===== src/rtl/alu_ctrl_pkg.sv =====
// alu_ctrl_pkg: opcode/state enums and default widths for the ALU command sequencer
package alu_ctrl_pkg;
  localparam int DEF_WIDTH = 8;
  localparam int DEF_SEL_WIDTH = 3;
  localparam int DEF_CNT_WIDTH = 4;
  typedef enum logic [2:0] {OP_LOAD = 3'b000, OP_ADD, OP_SUB, OP_MUL, OP_HALF} op_e;
  typedef enum logic [1:0] {IDLE, EXEC, RESP} state_e;
endpackage


===== src/rtl/alu_ctrl.sv =====
// alu_ctrl: repeats an ALU op on an accumulator and returns the result; ALU_CTRL_ZERO_EARLY_EN stops a repeat as soon as the result reaches zero
module alu_ctrl
  import alu_ctrl_pkg::*;
#(
  parameter int WIDTH = DEF_WIDTH,
  parameter int ALU_sel_WIDTH = DEF_SEL_WIDTH,
  parameter int CNT_WIDTH = DEF_CNT_WIDTH
) (
  input  logic                     clk,
  input  logic                     rst,
  input  logic                     cmd_valid,
  output logic                     cmd_ready,
  input  logic [ALU_sel_WIDTH-1:0] cmd_op,
  input  logic [WIDTH-1:0]         cmd_data,
  input  logic [CNT_WIDTH-1:0]     cmd_rep,
  output logic                     rsp_valid,
  input  logic                     rsp_ready,
  output logic [WIDTH-1:0]         rsp_data,
  output logic                     rsp_zero,
  output logic                     rsp_negative,
  output logic [WIDTH-1:0]         bus_a,
  output logic [WIDTH-1:0]         bus_b,
  output logic [ALU_sel_WIDTH-1:0] alu_sel,
  input  logic [WIDTH-1:0]         alu_out,
  input  logic                     zero,
  input  logic                     negative
);
  state_e state, state_nx;
  logic [WIDTH-1:0] acc, data_reg;
  logic [ALU_sel_WIDTH-1:0] op_reg;
  logic [CNT_WIDTH-1:0] cnt;
  logic zero_reg, neg_reg, done;
`ifdef ALU_CTRL_ZERO_EARLY_EN
  assign done = (cnt == '0) || zero;
`else
  assign done = (cnt == '0);
`endif
  // next state and handshake/ALU-drive outputs
  always_comb begin
    state_nx = state;
    state_nx = (state == IDLE) ? (cmd_valid ? EXEC : IDLE) :
               (state == EXEC) ? (done ? RESP : EXEC) :
               (rsp_ready ? IDLE : RESP);
    cmd_ready = (state == IDLE);
    rsp_valid = (state == RESP);
    alu_sel = (state == EXEC) ? op_reg : ALU_sel_WIDTH'(OP_LOAD);
    bus_a = acc;
    bus_b = data_reg;
    rsp_data = acc;
    rsp_zero = zero_reg;
    rsp_negative = neg_reg;
  end
  // state register, command latch, iteration counter and accumulator
  always_ff @(posedge clk) begin
    if (rst) begin
      state <= IDLE;
      acc <= '0;
      data_reg <= '0;
      op_reg <= '0;
      cnt <= '0;
      zero_reg <= 1'b0;
      neg_reg <= 1'b0;
    end else begin
      state <= state_nx;
      if (state == IDLE && cmd_valid) begin
        op_reg <= cmd_op;
        data_reg <= cmd_data;
        cnt <= cmd_rep;
      end
      if (state == EXEC) begin
        acc <= alu_out;
        zero_reg <= zero;
        neg_reg <= negative;
        if (!done) cnt <= cnt - 1'b1;
      end
    end
  end
endmodule


===== config.mk =====
export PLATFORM = sky130hd
export DESIGN_NAME = alu_ctrl
export DESIGN_NICKNAME = d
export VERILOG_FILES = /design/src/rtl/alu_ctrl_pkg.sv /design/src/rtl/alu_ctrl.sv
export SDC_FILE = /design/constraint.sdc
export NUM_CORES = 1
export LEC_CHECK = 0
export BUFFER_PORTS_ARGS = -buffer_cell sky130_fd_sc_hd__buf_2
export CAP_MARGIN = 0
export CORE_AREA = 2 2 55 57
export CTS_CLUSTER_SIZE = 12
export DETAILED_ROUTE_END_ITERATION = 12
export DIE_AREA = 0 0 57 59
export PLACE_DENSITY = 0.77
export SLEW_MARGIN = 20
export SYNTH_ARGS = -nofsm -noshare
export SYNTH_HDL_FRONTEND = slang
export SYNTH_SLANG_ARGS = --single-unit

===== constraint.sdc =====
create_clock -name clk -period 4.4 [get_ports clk]
set_input_delay 0.44 -clock clk [delete_from_list [all_inputs] [get_ports clk]]
set_output_delay 0.44 -clock clk [all_outputs]
set_load 0.1 [all_outputs]

Yosys cells after proc, flatten, opt, wreduce, memory -nomap -nowiden. Index checks and enable logic that the tools add are counted.

Flip-flop bits (word level): 27. Input bits: 29. Output and inout bits: 31. Logic and storage cells: 22.

Add/subtract/negate cells: 1. Eq/ne operators: 2. Muxes and demuxes: 9. Reduce and logical (&&, ||, !) cells: 3.

Operators by type and width (number): 2-to-1 mux 4 bit (3); 2-to-1 mux 2 bit (4); zero test 4 bit (1); subtractor 4 x 1 -> 4 bit (second input constant) (1); 2-to-1 mux 3 bit (1); == test 2 x 1 -> 1 bit (second input constant) (1); == test 2 bit (second input constant) (1); zero test 2 bit (1); logical AND 1 bit (1); 2-to-1 mux 1 bit (1).

Depth between registers and ports, before layout. Gate-level depths: netlist of the first run.

Depth in word-level cells: 5. Depth in mapped cells: 6. Mapped depth without buffers: 5.

Least setup slack after synthesis of the first run. OpenSTA, ideal clock, no wires.

Path kind: flip-flop to output port. From: register state[1]. To: output port rsp_valid. Arrival time: 1.810 ns. Data required time: 3.960 ns. Setup slack: 2.150 ns. Stages on the path, launching flop included: 3. Path buffers: 1. Cell sequence: dfxtp_1 -> buf_4 -> nor2b_1.

Word-level cells in the longest chain between the ends: 1.

Ends and longest elaborated chain: from (decl) (line alu_ctrl.sv:28) `state_e state, state_nx;`; from (signal assigned) (line alu_ctrl.sv:64) `state <= state_nx;`; == test 2 bit (line alu_ctrl.sv:45) `rsp_valid = (state == RESP);`; to (decl) (line alu_ctrl.sv:16) `output logic rsp_valid,`.

Every way passes these cells.

Worst setup path in the final report of the first run.
From: register state[0]. To: output port alu_sel[1].

Word-level cells in the longest chain between the ends: 2.

Ends and longest elaborated chain: == test 2 x 1 -> 1 bit (line alu_ctrl.sv:46) `alu_sel = (state == EXEC) ? op_reg : ALU_sel_WIDTH'(OP_LOAD);`; 2-to-1 mux 3 bit (line alu_ctrl.sv:46); to (decl) (line alu_ctrl.sv:23) `output logic [ALU_sel_WIDTH-1:0] alu_sel,`.

Every way passes these cells.

==> flow_summary.html, run 1 <==
<table>
<tr><th>Metric</th><th>Value</th></tr>
<tr><th colspan="2">Critical path</th></tr>
<tr><td>Data required time of the worst path</td><td>3.96 ns</td></tr>
<tr><td>Critical register-to-register path startpoint</td><td>state[0]</td></tr>
<tr><td>Critical Path End Type</td><td>output pin</td></tr>
<tr><td>Maximum fanout count along the critical path</td><td>18</td></tr>
<tr><td>Category of the most critical setup path</td><td>flip-flop to output pin</td></tr>
<tr><td>Data arrival, critical path</td><td>1.81 ns</td></tr>
<tr><td>Startpoint type of the worst setup path</td><td>flip-flop</td></tr>
<tr><td>Crit. Startpoint</td><td>state[0]</td></tr>
<tr><td>Worst reg-to-reg path cell count</td><td>3</td></tr>
<tr><th colspan="2">CTS</th></tr>
<tr><td>Clock sinks</td><td>27</td></tr>
<tr><td>H-tree level count</td><td>1</td></tr>
<tr><td>Worst-path clk slew</td><td>0.13 ns</td></tr>
<tr><td>TritonCTS clock tree</td><td>yes</td></tr>
<tr><td>Post-cts repair resize count</td><td>0</td></tr>
<tr><td>Worst-Skew Late Latency</td><td>0.31 ns</td></tr>
<tr><td>Clk Tree Root Cell</td><td>clkbuf_4</td></tr>
<tr><td>CTS Buf Count</td><td>3</td></tr>
<tr><td>Total of hold buffers inserted after clock tree synthesis</td><td>0</td></tr>
<tr><td>Number of buffers on the longest clock path</td><td>2</td></tr>
<tr><td>Number of setup buffers added after CTS</td><td>0</td></tr>
<tr><th colspan="2">Cells and area</th></tr>
<tr><td>Layout cells sized above 1</td><td>0.347</td></tr>
<tr><td>Number of standard cells in the final layout excluding fillers</td><td>224</td></tr>
<tr><td>Number of nets in the layout</td><td>224</td></tr>
<tr><td>Number of filler cells placed in the layout</td><td>288</td></tr>
<tr><td>Area grow syn2layout</td><td>20.3%</td></tr>
<tr><td>Final Instance Area</td><td>1440 um2</td></tr>
<tr><td>Antenna Cells</td><td>0</td></tr>
<tr><th colspan="2">Timing</th></tr>
<tr><td>Setup repair after global routing missed its margin</td><td>false</td></tr>
<tr><td>Hold Worst Slack</td><td>0.312 ns</td></tr>
<tr><td>Fin crit period</td><td>2.25 ns</td></tr>
<tr><td>Worst clock skew on the final layout</td><td>0.00164 ns</td></tr>
<tr><td>Setup TNS</td><td>0 ns</td></tr>
<tr><td>Final count of hold timing violations</td><td>0</td></tr>
<tr><td>Final period util</td><td>0.511</td></tr>
<tr><td>Max Clk Rate</td><td>0.444 GHz</td></tr>
<tr><td>Max-slew headroom</td><td>0.418</td></tr>
<tr><td>Transition at the pin with the smallest max-transition slack</td><td>0.869 ns</td></tr>
<tr><td>Final worst-path setup slack</td><td>2.15 ns</td></tr>
<tr><td>Final setup violation count</td><td>0</td></tr>
<tr><td>Number of pins with negative max-slew slack in the final report</td><td>0</td></tr>
<tr><th colspan="2">Power and ir drop</th></tr>
<tr><td>Internal</td><td>364 uW</td></tr>
<tr><td>Proportion of total power due to net switching</td><td>0.467</td></tr>
<tr><td>Relative contribution of combinational cells to total power</td><td>0.431</td></tr>
<tr><td>Power density cells</td><td>475 nW/um2</td></tr>
<tr><td>Switching power</td><td>319 uW</td></tr>
<tr><td>Clock group share of total power</td><td>0.148</td></tr>
<tr><td>Worst vdd ir</td><td>0.000324 V</td></tr>
<tr><td>Sequential share of power</td><td>0.421</td></tr>
<tr><td>Static leakage</td><td>0.000677 uW</td></tr>
<tr><th colspan="2">Run</th></tr>
<tr><td>Max-cap violations</td><td>0</td></tr>
<tr><th colspan="2">Floorplanning</th></tr>
<tr><td>Die area</td><td>3360 um2</td></tr>
<tr><td>Number of core rows</td><td>19</td></tr>
<tr><td>X dimension of the die</td><td>57 um</td></tr>
<tr><td>Num ports</td><td>60</td></tr>
<tr><td>Y dimension of the die</td><td>59 um</td></tr>
<tr><td>Core outline area</td><td>2710 um2</td></tr>
<tr><td>Initial cell density of the core</td><td>0.441</td></tr>
<tr><th colspan="2">Placement</th></tr>
<tr><td>Hpwl dp</td><td>1.82 mm</td></tr>
<tr><td>Buffers on Ports</td><td>59</td></tr>
<tr><td>Worst setup timing slack at the placement stage</td><td>2.51 ns</td></tr>
<tr><td>Cells after DPL</td><td>220</td></tr>
<tr><td>Gp weighted congestion</td><td>0.731</td></tr>
<tr><td>Post-placement cell area</td><td>1410 um2</td></tr>
<tr><th colspan="2">Detailed routing</th></tr>
<tr><td>Routed Antenna Nets</td><td>0</td></tr>
<tr><td>Number of design-rule violations left by the first detailed-router iteration</td><td>25</td></tr>
<tr><td>Post-detailed-routing wire length</td><td>2.51 mm</td></tr>
<tr><td>Residual DRC count</td><td>0</td></tr>
<tr><td>DR pass1 iterations</td><td>4</td></tr>
<tr><td>Final routed wire length divided by cell count</td><td>11.2 um</td></tr>
<tr><td>Mean number of vias per cell</td><td>4.98</td></tr>
<tr><td>Via total after detailed routing</td><td>1115</td></tr>
<tr><th colspan="2">Global route</th></tr>
<tr><td>First-pass GRT wire length</td><td>4.05 mm</td></tr>
<tr><td>GRT Util Overall</td><td>0.154</td></tr>
<tr><td>Grt total ovfl</td><td>0</td></tr>
<tr><td>Via count of the first global-routing pass</td><td>981</td></tr>
<tr><td>Antenna violations before repair</td><td>0</td></tr>
<tr><td>Pin count of the biggest net entering global routing</td><td>28</td></tr>
<tr><th colspan="2">Run status</th></tr>
<tr><td>Result of the run</td><td>finished, final reports clean</td></tr>
<tr><th colspan="2">Hold path</th></tr>
<tr><td>Worst hold start</td><td>rsp_ready</td></tr>
<tr><td>Hold path cells</td><td>2</td></tr>
<tr><td>Worst hold-check path type</td><td>input port to flip-flop</td></tr>
<tr><th colspan="2">Yosys</th></tr>
<tr><td>Post-synthesis net count</td><td>178</td></tr>
<tr><td>Number of distinct library cells after synthesis</td><td>31</td></tr>
<tr><td>Post-Synthesis Mean Instance Area</td><td>8.07 um2</td></tr>
<tr><td>Yosys warning total</td><td>0</td></tr>
<tr><td>Flip-flop cell with the highest count after synthesis</td><td>dfxtp_1</td></tr>
<tr><td>Synthesized cell area</td><td>1190 um2</td></tr>
<tr><td>Number of flops mapped to enable cells by yosys</td><td>0</td></tr>
<tr><td>Number of instances in the synthesized netlist</td><td>148</td></tr>
<tr><td>Proportion of register bits with asynchronous set or reset after synthesis</td><td>0</td></tr>
<tr><td>Share of synthesized area occupied by flip-flops and latches</td><td>0.452</td></tr>
<tr><td>Number of storage elements in the synthesis netlist</td><td>27</td></tr>
</table>
-- power groups by stage --
stage                     sequential, uW  clock, uW  combinational (uW)
after floorplan                      382          0                 171
final                                288        101                 295
after global placement               292          0                 295
after detailed placement             293          0                 295
after global routing                 292        119                 312
after CTS                            288        107                 296
-- Yosys cell counts, drive strengths merged, types with 2 or more instances --
library cell  instances  area, um2
a21oi                24        120
a32oi                 2       17.5
and2                  3       18.8
buf                  16        114
clkbuf                3       11.3
dfxtp                27        541
inv                   3       11.3
nand2                43        161
nor2                  6       22.5
nor2b                 2       12.5
nor3b                 2       20.0
or3b                  2       17.5
-- layout make-up --
| class | instances | area, um2 | share of cell area |
|---|---|---|---|
| Timing Repair Buffer | 60 | 303 | 0.211 |
| Sequential cell | 27 | 541 | 0.376 |
| Clock buffer | 4 | 26.3 | 0.0183 |
| Multi-Input combinational cell | 99 | 518 | 0.360 |
| Tap cell | 31 | 38.8 | 0.0270 |
| Inverter | 3 | 11.3 | 0.00783 |
-- placed cells by master, fill, tap and decap left out, types with 2 or more instances in the layout --
cell and count:
buf_2 59, nand2_1 43, dfxtp_1 27, a21oi_1 24, nor2_1 6, inv_1 3, and2_1 3, clkbuf_4 3
nor2b_1 2, a32oi_1 2
-- worst max-delay path, cell delays in order, from the launching register on --
cell and delay (ns):
dfxtp_1 0.53, nor2b_1 0.17, buf_4 0.22, and2_1 0.15
buf_2 0.42
-- stage by stage --
step                utilization  power (uW)
global route              0.530         722
CTS                       0.530         690
detailed placement        0.521         588
finish                    0.530         683
global placement          0.521         587
floorplan                     -         553
-- layer usage --
metal / routed length [um] / global-route usage
met5: 0 / 0
met4: 22 / 0.0399
met3: 183 / 0.0502
met2: 1260 / 0.273
met1: 1040 / 0.180
-- worst paths after layout --
| check | slack (ns) | to |
|---|---|---|
| worst max-delay path | 2.15 | alu_sel[1] |
| worst min-delay path | 0.31 | state[1] |
| worst max register to register | 2.78 | cnt[1] |
| worst min register to register | 0.46 | bus_b[4] |
-- logic make-up after synthesis --
kind of cell    count (synthesis)  share of synthesized area
flops                          27                      0.452
simple gates                   64                      0.252
compound gates                 34                      0.171
fa+ha+maj                       1                     0.0105
buf+inv                        22                      0.114
Note: power is estimated with default switching activity, not from simulation.
==> run 2, diff against run 1 <==
--- a/config.mk
+++ b/config.mk
@@ -7,11 +7,11 @@
 export LEC_CHECK = 0
 export BUFFER_PORTS_ARGS = -buffer_cell sky130_fd_sc_hd__buf_2
 export CAP_MARGIN = 0
-export CORE_AREA = 2 2 55 57
+export CORE_AREA = 2 2 56 58
 export CTS_CLUSTER_SIZE = 12
 export DETAILED_ROUTE_END_ITERATION = 12
-export DIE_AREA = 0 0 57 59
-export PLACE_DENSITY = 0.77
+export DIE_AREA = 0 0 58 60
+export PLACE_DENSITY = 0.74
 export SLEW_MARGIN = 20
 export SYNTH_ARGS = -nofsm -noshare
 export SYNTH_HDL_FRONTEND = slang
==> constraint.sdc (replaced) <==
create_clock -name clk -period 2.3 [get_ports clk]
set_input_delay 0.23 -clock clk [delete_from_list [all_inputs] [get_ports clk]]
set_output_delay 0.23 -clock clk [all_outputs]
set_load 0.1 [all_outputs]
==> run 2 against run 1 <==
  * Clock power grew 110%
  * Critical path depth is the same
  * Via count grew 2.4%
  * Sequential power grew 92%
  * Clock-buffer cell count shrank 1
  * Cell count grew 1.8%
  * Global-route usage grew 0.53 points
  * Routed wire length grew 5.8%
  * Critical endpoint is now alu_sel[0]
  * Largest power group unchanged
==> flow_summary.html, run 2 (synthesized netlist as in run 1, its figures left out) <==
<table>
<tr><th>Metric</th><th>Value</th></tr>
<tr><th colspan="2">Run status</th></tr>
<tr><td>Result of the run</td><td>finished, final reports clean</td></tr>
<tr><th colspan="2">Power and ir drop</th></tr>
<tr><td>Worst vdd ir</td><td>0.000585 V (+81%)</td></tr>
<tr><td>Overall power after layout</td><td>1340 uW (+96%)</td></tr>
<tr><td>Static leakage</td><td>0.000694 uW (+2.5%)</td></tr>
<tr><td>Power density cells</td><td>889 nW/um2 (+87%)</td></tr>
<tr><th colspan="2">Critical path</th></tr>
<tr><td>Slack of the worst reg-to-reg path</td><td>0.74 ns (-2.04 ns)</td></tr>
<tr><td>Startpoint type of the worst setup path</td><td>flip-flop</td></tr>
<tr><td>Critical Path End Type</td><td>output pin</td></tr>
<tr><td>Worst reg-to-reg path cell count</td><td>3 (unchanged)</td></tr>
<tr><td>Critical register-to-register path startpoint</td><td>state[0]</td></tr>
<tr><td>R2R Path End</td><td>cnt[1]</td></tr>
<tr><td>Category of the most critical setup path</td><td>flip-flop to output pin</td></tr>
<tr><td>Data arrival, critical path</td><td>1.66 ns (-0.15 ns)</td></tr>
<tr><td>Maximum fanout count along the critical path</td><td>12 (-6)</td></tr>
<tr><td>Data required time of the worst path</td><td>2.07 ns (-1.89 ns)</td></tr>
<tr><th colspan="2">Global route</th></tr>
<tr><td>Grt total ovfl</td><td>0 (unchanged)</td></tr>
<tr><td>Antenna violations before repair</td><td>0 (unchanged)</td></tr>
<tr><td>Via count of the first global-routing pass</td><td>989 (+0.82%)</td></tr>
<tr><td>GRT Util Overall</td><td>0.159 (+0.00533)</td></tr>
<tr><td>Pin count of the biggest net entering global routing</td><td>28 (unchanged)</td></tr>
<tr><td>First-pass GRT wire length</td><td>4.32 mm (+6.6%)</td></tr>
<tr><th colspan="2">Timing</th></tr>
<tr><td>Fin crit period</td><td>1.89 ns</td></tr>
<tr><td>Final setup violation count</td><td>0 (unchanged)</td></tr>
<tr><td>Setup repair after global routing missed its margin</td><td>false</td></tr>
<tr><td>Setup TNS</td><td>0 ns (unchanged)</td></tr>
<tr><td>Number of pins with negative max-slew slack in the final report</td><td>0 (unchanged)</td></tr>
<tr><td>Final period util</td><td>0.821</td></tr>
<tr><td>Max-slew headroom</td><td>0.670 (+0.252)</td></tr>
<tr><td>Transition at the pin with the smallest max-transition slack</td><td>0.499 ns (-0.370 ns)</td></tr>
<tr><td>Final count of hold timing violations</td><td>0 (unchanged)</td></tr>
<tr><td>Max Clk Rate</td><td>0.530 GHz</td></tr>
<tr><td>Worst clock skew on the final layout</td><td>0.00759 ns (+0.00595 ns)</td></tr>
<tr><th colspan="2">Floorplanning</th></tr>
<tr><td>Initial cell density of the core</td><td>0.412 (-0.0293)</td></tr>
<tr><td>Number of core rows</td><td>20 (+1)</td></tr>
<tr><td>Num ports</td><td>60 (unchanged)</td></tr>
<tr><td>Die area</td><td>3480 um2 (+3.5%)</td></tr>
<tr><td>Y dimension of the die</td><td>60 um (+1.7%)</td></tr>
<tr><td>Core outline area</td><td>2900 um2 (+7.1%)</td></tr>
<tr><td>X dimension of the die</td><td>58 um (+1.8%)</td></tr>
<tr><th colspan="2">CTS</th></tr>
<tr><td>Worst-Skew Late Latency</td><td>0.33 ns (+0.02 ns)</td></tr>
<tr><td>Number of setup buffers added after CTS</td><td>0 (unchanged)</td></tr>
<tr><td>Total of hold buffers inserted after clock tree synthesis</td><td>0 (unchanged)</td></tr>
<tr><td>Clock sinks</td><td>27 (unchanged)</td></tr>
<tr><td>Number of buffers on the longest clock path</td><td>2 (unchanged)</td></tr>
<tr><td>Clk Tree Root Cell</td><td>clkbuf_4</td></tr>
<tr><td>CTS Buf Count</td><td>3 (unchanged)</td></tr>
<tr><td>Post-cts repair resize count</td><td>0 (unchanged)</td></tr>
<tr><td>H-tree level count</td><td>1 (unchanged)</td></tr>
<tr><td>Worst-path clk slew</td><td>0.14 ns (about the same)</td></tr>
<tr><td>TritonCTS clock tree</td><td>yes</td></tr>
<tr><th colspan="2">Run</th></tr>
<tr><td>Max-cap violations</td><td>0 (unchanged)</td></tr>
<tr><th colspan="2">Hold path</th></tr>
<tr><td>Worst hold start</td><td>rsp_ready</td></tr>
<tr><td>Worst hold-check path type</td><td>input port to flip-flop</td></tr>
<tr><td>Hold path cells</td><td>2 (unchanged)</td></tr>
<tr><td>Worst hold endpoint</td><td>state[1]</td></tr>
<tr><th colspan="2">Placement</th></tr>
<tr><td>Post-placement cell area</td><td>1470 um2 (+4.4%)</td></tr>
<tr><td>Hpwl dp</td><td>1.98 mm (+8.7%)</td></tr>
<tr><td>Buffers on Ports</td><td>59 (unchanged)</td></tr>
<tr><td>Gp weighted congestion</td><td>0.795 (+8.7%)</td></tr>
<tr><th colspan="2">Detailed routing</th></tr>
<tr><td>Via total after detailed routing</td><td>1142 (+2.4%)</td></tr>
<tr><td>Routed Antenna Nets</td><td>0 (unchanged)</td></tr>
<tr><td>DR pass1 iterations</td><td>4 (unchanged)</td></tr>
<tr><td>Post-detailed-routing wire length</td><td>2.66 mm (+5.8%)</td></tr>
<tr><td>Number of design-rule violations left by the first detailed-router iteration</td><td>31 (+24%)</td></tr>
<tr><td>Mean number of vias per cell</td><td>5.01 (+0.62%)</td></tr>
<tr><td>Final routed wire length divided by cell count</td><td>11.7 um (+4.0%)</td></tr>
<tr><td>Residual DRC count</td><td>0 (unchanged)</td></tr>
<tr><th colspan="2">Cells and area</th></tr>
<tr><td>Sequential cell area</td><td>541 um2 (unchanged)</td></tr>
<tr><td>Final Instance Area</td><td>1500 um2 (+4.6%)</td></tr>
<tr><td>Multi-input gate area in the final layout</td><td>518 um2 (unchanged)</td></tr>
<tr><td>Area grow syn2layout</td><td>25.9%</td></tr>
<tr><td>Antenna Cells</td><td>0 (unchanged)</td></tr>
<tr><td>Top library cells by usage in the layout, fill and taps aside</td><td>buf_2, nand2_1, dfxtp_1</td></tr>
<tr><td>Post-route core utilization</td><td>0.518 (-0.0124)</td></tr>
<tr><td>Layout cells sized above 1</td><td>0.359 (+0.0118)</td></tr>
<tr><td>Number of filler cells placed in the layout</td><td>293 (+1.7%)</td></tr>
<tr><td>Number of nets in the layout</td><td>226 (+0.89%)</td></tr>
<tr><td>Most frequent standard cell in the layout excluding fill and tap cells</td><td>buf_2</td></tr>
</table>
## run 2: cell types whose count changed in the layout (fill, tap and decap cells not counted)
cell,change
buf_4,+2
clkbuf_1,-1
buf_2,-3
buf_12,+3
clkinvlp_4,+1
## run 2: worst max-delay path: stages, from the launching register on
cell	delay (ns)
dfxtp_1	0.55
nor2b_1	0.21
buf_4	0.19
and2_1	0.19
buf_12	0.18
## run 2: per-layer routing
metal,track usage,vias to the layer above,share of wire
met1,0.199,514,0.44
met3,0.0281,4,0.058
met4,0.0698,0,0.014
met5,0,-,0
met2,0.269,42,0.49
li1,-,582,-
## run 2: worst max path at each step
| stage | cells past startpoint | from | end | slack [ns] |
|---|---|---|---|---|
| floorplan | 3 | state[0] | state[1] | 0.22 |
| global placement | 3 | state[0] | cnt[1] | 0.80 |
| detailed placement | 3 | state[0] | cnt[1] | 0.76 |
| CTS | 4 | state[0] | alu_sel[0] | 0.39 |
| global route | 4 | state[0] | alu_sel[0] | 0.30 |
| finish | 4 | state[0] | alu_sel[0] | 0.41 |
## run 2: area by class of cell
| cell class | instances | area share |
|---|---|---|
| clock buffers | 3 | 0.0150 |
| clock inverters | 1 | 0.00499 |
| inverters | 3 | 0.00749 |
| multi-input cells | 99 | 0.344 |
| flip-flops and latches | 27 | 0.359 |
| well taps | 33 | 0.0275 |
| repair buffers | 62 | 0.241 |
## run 2: metrics by stage
step,std cells,hold WS (ns),setup WS [ns]
after floorplan,148,0.349,0.218
after global placement,224,0.440,0.802
after detailed placement,224,0.444,0.761
after CTS,228,0.0796,0.391
after global routing,228,0.0920,0.296
final,228,0.0887,0.413
## run 2: power breakdown
group          total, uW  switching, uW  internal, uW
clock                208            141          66.6
combinational        578            451           127
sequential           552           38.7           513
total               1340            631           707
==> run 3, diff against run 2 <==
--- a/config.mk
+++ b/config.mk
@@ -5,13 +5,14 @@
 export SDC_FILE = /design/constraint.sdc
 export NUM_CORES = 1
 export LEC_CHECK = 0
+export ABC_AREA = 1
 export BUFFER_PORTS_ARGS = -buffer_cell sky130_fd_sc_hd__buf_2
 export CAP_MARGIN = 0
-export CORE_AREA = 2 2 56 58
+export CORE_AREA = 2 2 55 57
 export CTS_CLUSTER_SIZE = 12
 export DETAILED_ROUTE_END_ITERATION = 12
-export DIE_AREA = 0 0 58 60
-export PLACE_DENSITY = 0.74
+export DIE_AREA = 0 0 57 59
+export PLACE_DENSITY = 0.75
 export SLEW_MARGIN = 20
 export SYNTH_ARGS = -nofsm -noshare
 export SYNTH_HDL_FRONTEND = slang
==> constraint.sdc (replaced) <==
create_clock -name clk -period 1.9 [get_ports clk]
set_input_delay 0.19 -clock clk [delete_from_list [all_inputs] [get_ports clk]]
set_output_delay 0.19 -clock clk [all_outputs]
set_load 0.1 [all_outputs]
==> run 3 against run 2 <==
  * Die area fell by 3.4%
  * Design area fell by 5.6%
  * Highest routed layer unchanged
  * Routed wire length fell by 11%
  * Synthesized area fell by 3.6%
  * Combinational power rose by 59%
  * Sequential power rose by 23%
  * Largest cell class unchanged
  * Total power rose by 38%
  * Critical path depth fell by 1
  * Critical endpoint is now alu_sel[2]
==> flow_summary.html, run 3 <==
<table>
<tr><th>Metric</th><th>Value</th></tr>
<tr><th colspan="2">Detailed routing</th></tr>
<tr><td>Final routed wire length divided by cell count</td><td>10.0 um (-14%)</td></tr>
<tr><td>Routed Antenna Nets</td><td>0 (unchanged)</td></tr>
<tr><td>Residual DRC count</td><td>0 (unchanged)</td></tr>
<tr><td>Number of design-rule violations left by the first detailed-router iteration</td><td>72 (+130%)</td></tr>
<tr><td>Mean number of vias per cell</td><td>4.65 (-7.1%)</td></tr>
<tr><td>Via total after detailed routing</td><td>1103 (-3.4%)</td></tr>
<tr><td>Post-detailed-routing wire length</td><td>2.37 mm (-11%)</td></tr>
<tr><td>DR pass1 iterations</td><td>4 (unchanged)</td></tr>
<tr><th colspan="2">Timing</th></tr>
<tr><td>Max-slew headroom</td><td>0.612 (-0.0577)</td></tr>
<tr><td>Fin crit period</td><td>1.71 ns</td></tr>
<tr><td>Hold Worst Slack</td><td>0.0393 ns (-0.0494 ns)</td></tr>
<tr><td>Final period util</td><td>0.901</td></tr>
<tr><td>Final count of hold timing violations</td><td>0 (unchanged)</td></tr>
<tr><td>Transition at the pin with the smallest max-transition slack</td><td>0.581 ns (+0.0825 ns)</td></tr>
<tr><td>Final setup violation count</td><td>0 (unchanged)</td></tr>
<tr><td>Final worst-path setup slack</td><td>0.188 ns (-0.224 ns)</td></tr>
<tr><td>Max Clk Rate</td><td>0.584 GHz</td></tr>
<tr><td>Worst clock skew on the final layout</td><td>0.00136 ns (-0.00623 ns)</td></tr>
<tr><td>Setup repair after global routing missed its margin</td><td>false</td></tr>
<tr><td>Number of pins with negative max-slew slack in the final report</td><td>0 (unchanged)</td></tr>
<tr><th colspan="2">Run status</th></tr>
<tr><td>Result of the run</td><td>finished, final reports clean</td></tr>
<tr><th colspan="2">Yosys</th></tr>
<tr><td>Leading area contributor after synthesis</td><td>dfxtp_1</td></tr>
<tr><td>Number of flops mapped to enable cells by yosys</td><td>0 (unchanged)</td></tr>
<tr><td>Proportion of register bits with asynchronous set or reset after synthesis</td><td>0 (unchanged)</td></tr>
<tr><td>Share of synthesized area occupied by flip-flops and latches</td><td>0.469 (+0.0167)</td></tr>
<tr><td>Flip-flop cell with the highest count after synthesis</td><td>dfxtp_1</td></tr>
<tr><td>Ranking of synthesized cells by instance count</td><td>nor2_1, dfxtp_1, o21ai_0, inv_1, nand2_1</td></tr>
<tr><td>Post-Synthesis Mean Instance Area</td><td>7.34 um2 (-9.1%)</td></tr>
<tr><td>Top-count cell post-synth</td><td>nor2_1</td></tr>
<tr><td>Synthesized cell area</td><td>1150 um2 (-3.6%)</td></tr>
<tr><td>Area fraction of the dominant cell type after synthesis</td><td>0.469 (+0.0167)</td></tr>
<tr><td>Number of distinct library cells after synthesis</td><td>19 (-39%)</td></tr>
<tr><td>Yosys warning total</td><td>0 (unchanged)</td></tr>
<tr><td>Synth top area cells</td><td>dfxtp_1, nor2_1, o21ai_0, buf_4, inv_1</td></tr>
<tr><td>Post-synthesis net count</td><td>187 (+5.1%)</td></tr>
<tr><td>Number of storage elements in the synthesis netlist</td><td>27 (unchanged)</td></tr>
<tr><td>Number of instances in the synthesized netlist</td><td>157 (+6.1%)</td></tr>
<tr><th colspan="2">Placement</th></tr>
<tr><td>Worst setup timing slack at the placement stage</td><td>0.560 ns (-0.201 ns)</td></tr>
<tr><td>Gp weighted congestion</td><td>0.759 (-4.4%)</td></tr>
<tr><td>Hpwl dp</td><td>1.81 mm (-8.5%)</td></tr>
<tr><td>Buffers on Ports</td><td>59 (unchanged)</td></tr>
<tr><td>Post-placement cell area</td><td>1390 um2 (-5.5%)</td></tr>
<tr><th colspan="2">Run</th></tr>
<tr><td>Max-cap violations</td><td>0 (unchanged)</td></tr>
<tr><th colspan="2">Cells and area</th></tr>
<tr><td>Most frequent standard cell in the layout excluding fill and tap cells</td><td>buf_2</td></tr>
<tr><td>Number of nets in the layout</td><td>237 (+4.9%)</td></tr>
<tr><td>Layout cells sized above 1</td><td>0.350 (-0.00946)</td></tr>
<tr><td>Top library cells by usage in the layout, fill and taps aside</td><td>buf_2, nor2_1, dfxtp_1</td></tr>
<tr><td>Final Instance Area</td><td>1420 um2 (-5.6%)</td></tr>
<tr><td>Antenna Cells</td><td>0 (unchanged)</td></tr>
<tr><td>Area grow syn2layout</td><td>23.2%</td></tr>
<tr><th colspan="2">Hold path</th></tr>
<tr><td>Worst hold-check path type</td><td>input port to flip-flop</td></tr>
<tr><td>Hold path cells</td><td>2 (unchanged)</td></tr>
<tr><th colspan="2">CTS</th></tr>
<tr><td>Number of setup buffers added after CTS</td><td>0 (unchanged)</td></tr>
<tr><td>Total of hold buffers inserted after clock tree synthesis</td><td>0 (unchanged)</td></tr>
<tr><td>Worst-path clk slew</td><td>0.14 ns (about the same)</td></tr>
<tr><td>Clk Tree Root Cell</td><td>clkbuf_4</td></tr>
<tr><td>Worst-Skew Late Latency</td><td>0.31 ns (-0.02 ns)</td></tr>
<tr><td>Number of buffers on the longest clock path</td><td>2 (unchanged)</td></tr>
<tr><td>Post-cts repair resize count</td><td>0 (unchanged)</td></tr>
<tr><td>CTS Buf Count</td><td>3 (unchanged)</td></tr>
<tr><td>Clock sinks</td><td>27 (unchanged)</td></tr>
<tr><td>TritonCTS clock tree</td><td>yes</td></tr>
<tr><td>H-tree level count</td><td>1 (unchanged)</td></tr>
<tr><th colspan="2">Floorplanning</th></tr>
<tr><td>Core outline area</td><td>2710 um2 (-6.6%)</td></tr>
<tr><td>Die area</td><td>3360 um2 (-3.4%)</td></tr>
<tr><td>Initial cell density of the core</td><td>0.425 (+0.0136)</td></tr>
<tr><td>Number of core rows</td><td>19 (-5.0%)</td></tr>
<tr><td>Y dimension of the die</td><td>59 um (-1.7%)</td></tr>
<tr><td>X dimension of the die</td><td>57 um (-1.7%)</td></tr>
<tr><td>Num ports</td><td>60 (unchanged)</td></tr>
<tr><th colspan="2">Critical path</th></tr>
<tr><td>Data arrival, critical path</td><td>1.52 ns (-0.14 ns)</td></tr>
<tr><td>Critical Path End Type</td><td>output pin</td></tr>
<tr><td>Maximum fanout count along the critical path</td><td>15 (+3)</td></tr>
<tr><td>Worst reg-to-reg path cell count</td><td>6 (+3)</td></tr>
<tr><td>Startpoint type of the worst setup path</td><td>flip-flop</td></tr>
<tr><td>Data required time of the worst path</td><td>1.71 ns (-0.36 ns)</td></tr>
<tr><td>Category of the most critical setup path</td><td>flip-flop to output pin</td></tr>
<tr><th colspan="2">Global route</th></tr>
<tr><td>Antenna violations before repair</td><td>0 (unchanged)</td></tr>
<tr><td>First-pass GRT wire length</td><td>3.86 mm (-11%)</td></tr>
<tr><td>GRT Util Overall</td><td>0.145 (-0.0146)</td></tr>
<tr><td>Via count of the first global-routing pass</td><td>938 (-5.2%)</td></tr>
<tr><td>Pin count of the biggest net entering global routing</td><td>26 (-7.1%)</td></tr>
<tr><td>Grt total ovfl</td><td>0 (unchanged)</td></tr>
<tr><th colspan="2">Power and ir drop</th></tr>
<tr><td>Switching power</td><td>962 uW (+53%)</td></tr>
<tr><td>Proportion of total power due to net switching</td><td>0.523 (+0.0514)</td></tr>
<tr><td>Clock group share of total power</td><td>0.130 (-0.025)</td></tr>
<tr><td>Relative contribution of combinational cells to total power</td><td>0.500 (+0.068)</td></tr>
<tr><td>Worst vdd ir</td><td>0.000842 V (+44%)</td></tr>
<tr><td>Static leakage</td><td>0.000755 uW (+8.7%)</td></tr>
<tr><td>Internal</td><td>878 uW (+24%)</td></tr>
<tr><td>Power density cells</td><td>1300 nW/um2 (+46%)</td></tr>
<tr><td>Sequential share of power</td><td>0.370 (-0.042)</td></tr>
</table>
==> run 3: power by group through the flow <==
stage,clock network [uW],logic [uW],registers (uW)
3_5_place_dp,0,924,695
6_report,238,921,681
5_1_grt,269,984,690
4_1_cts,247,926,682
2_1_floorplan,0,483,1030
3_3_place_gp,0,920,694
==> run 3: cell type report <==
class                           count  area, um2
Clock buffer                        3       22.5
Clock inverter                      1       5.00
Fill cell                         290       1290
Inverter                           15       56.3
Multi-Input combinational cell    101        462
Sequential cell                    27        541
Tap cell                           31       38.8
Timing Repair Buffer               59        295
==> run 3: final timing paths <==
path / start / end / slack, ns
max: state[0] / alu_sel[2] / 0.19
min: rst / cnt[3] / 0.04
max reg2reg: state[0] / cnt[3] / 0.56
min reg2reg: op_reg[1] / op_reg[1] / 0.48
==> run 3: metal layers <==
metal  track usage  vias up  part of all wire
met4        0.0399        0            0.0067
met2         0.251       46              0.46
met5             0        -                 0
met3        0.0284        4             0.086
met1         0.184      472              0.44
li1              -      581                 -
==> run 3: metrics by stage <==
stage	setup TNS, ns	total power, uW	util	std cells
floorplan	-0.569	1520	-	157
global placement	0	1610	0.514	233
detailed placement	0	1620	0.514	233
CTS	0	1850	0.524	237
global route	0	1940	0.524	237
finish	0	1840	0.524	237
==> run 3: cell families (layout without fill, tap and decap cells) <==
group | after synthesis | in the layout | share of synthesized area
DFF | 27 | 27 | 0.469
and+or+nand+nor | 66 | 66 | 0.239
buffers and inverters | 29 | 78 | 0.130
adders and majority gates | 1 | 1 | 0.0109
AOI/OAI and AO/OA | 34 | 34 | 0.151
==> run 3: worst max-delay path, stage by stage (launching register included) <==
cell,delay (ns)
dfxtp_1,0.43
nand2_2,0.18
nor2_1,0.15
buf_2,0.44
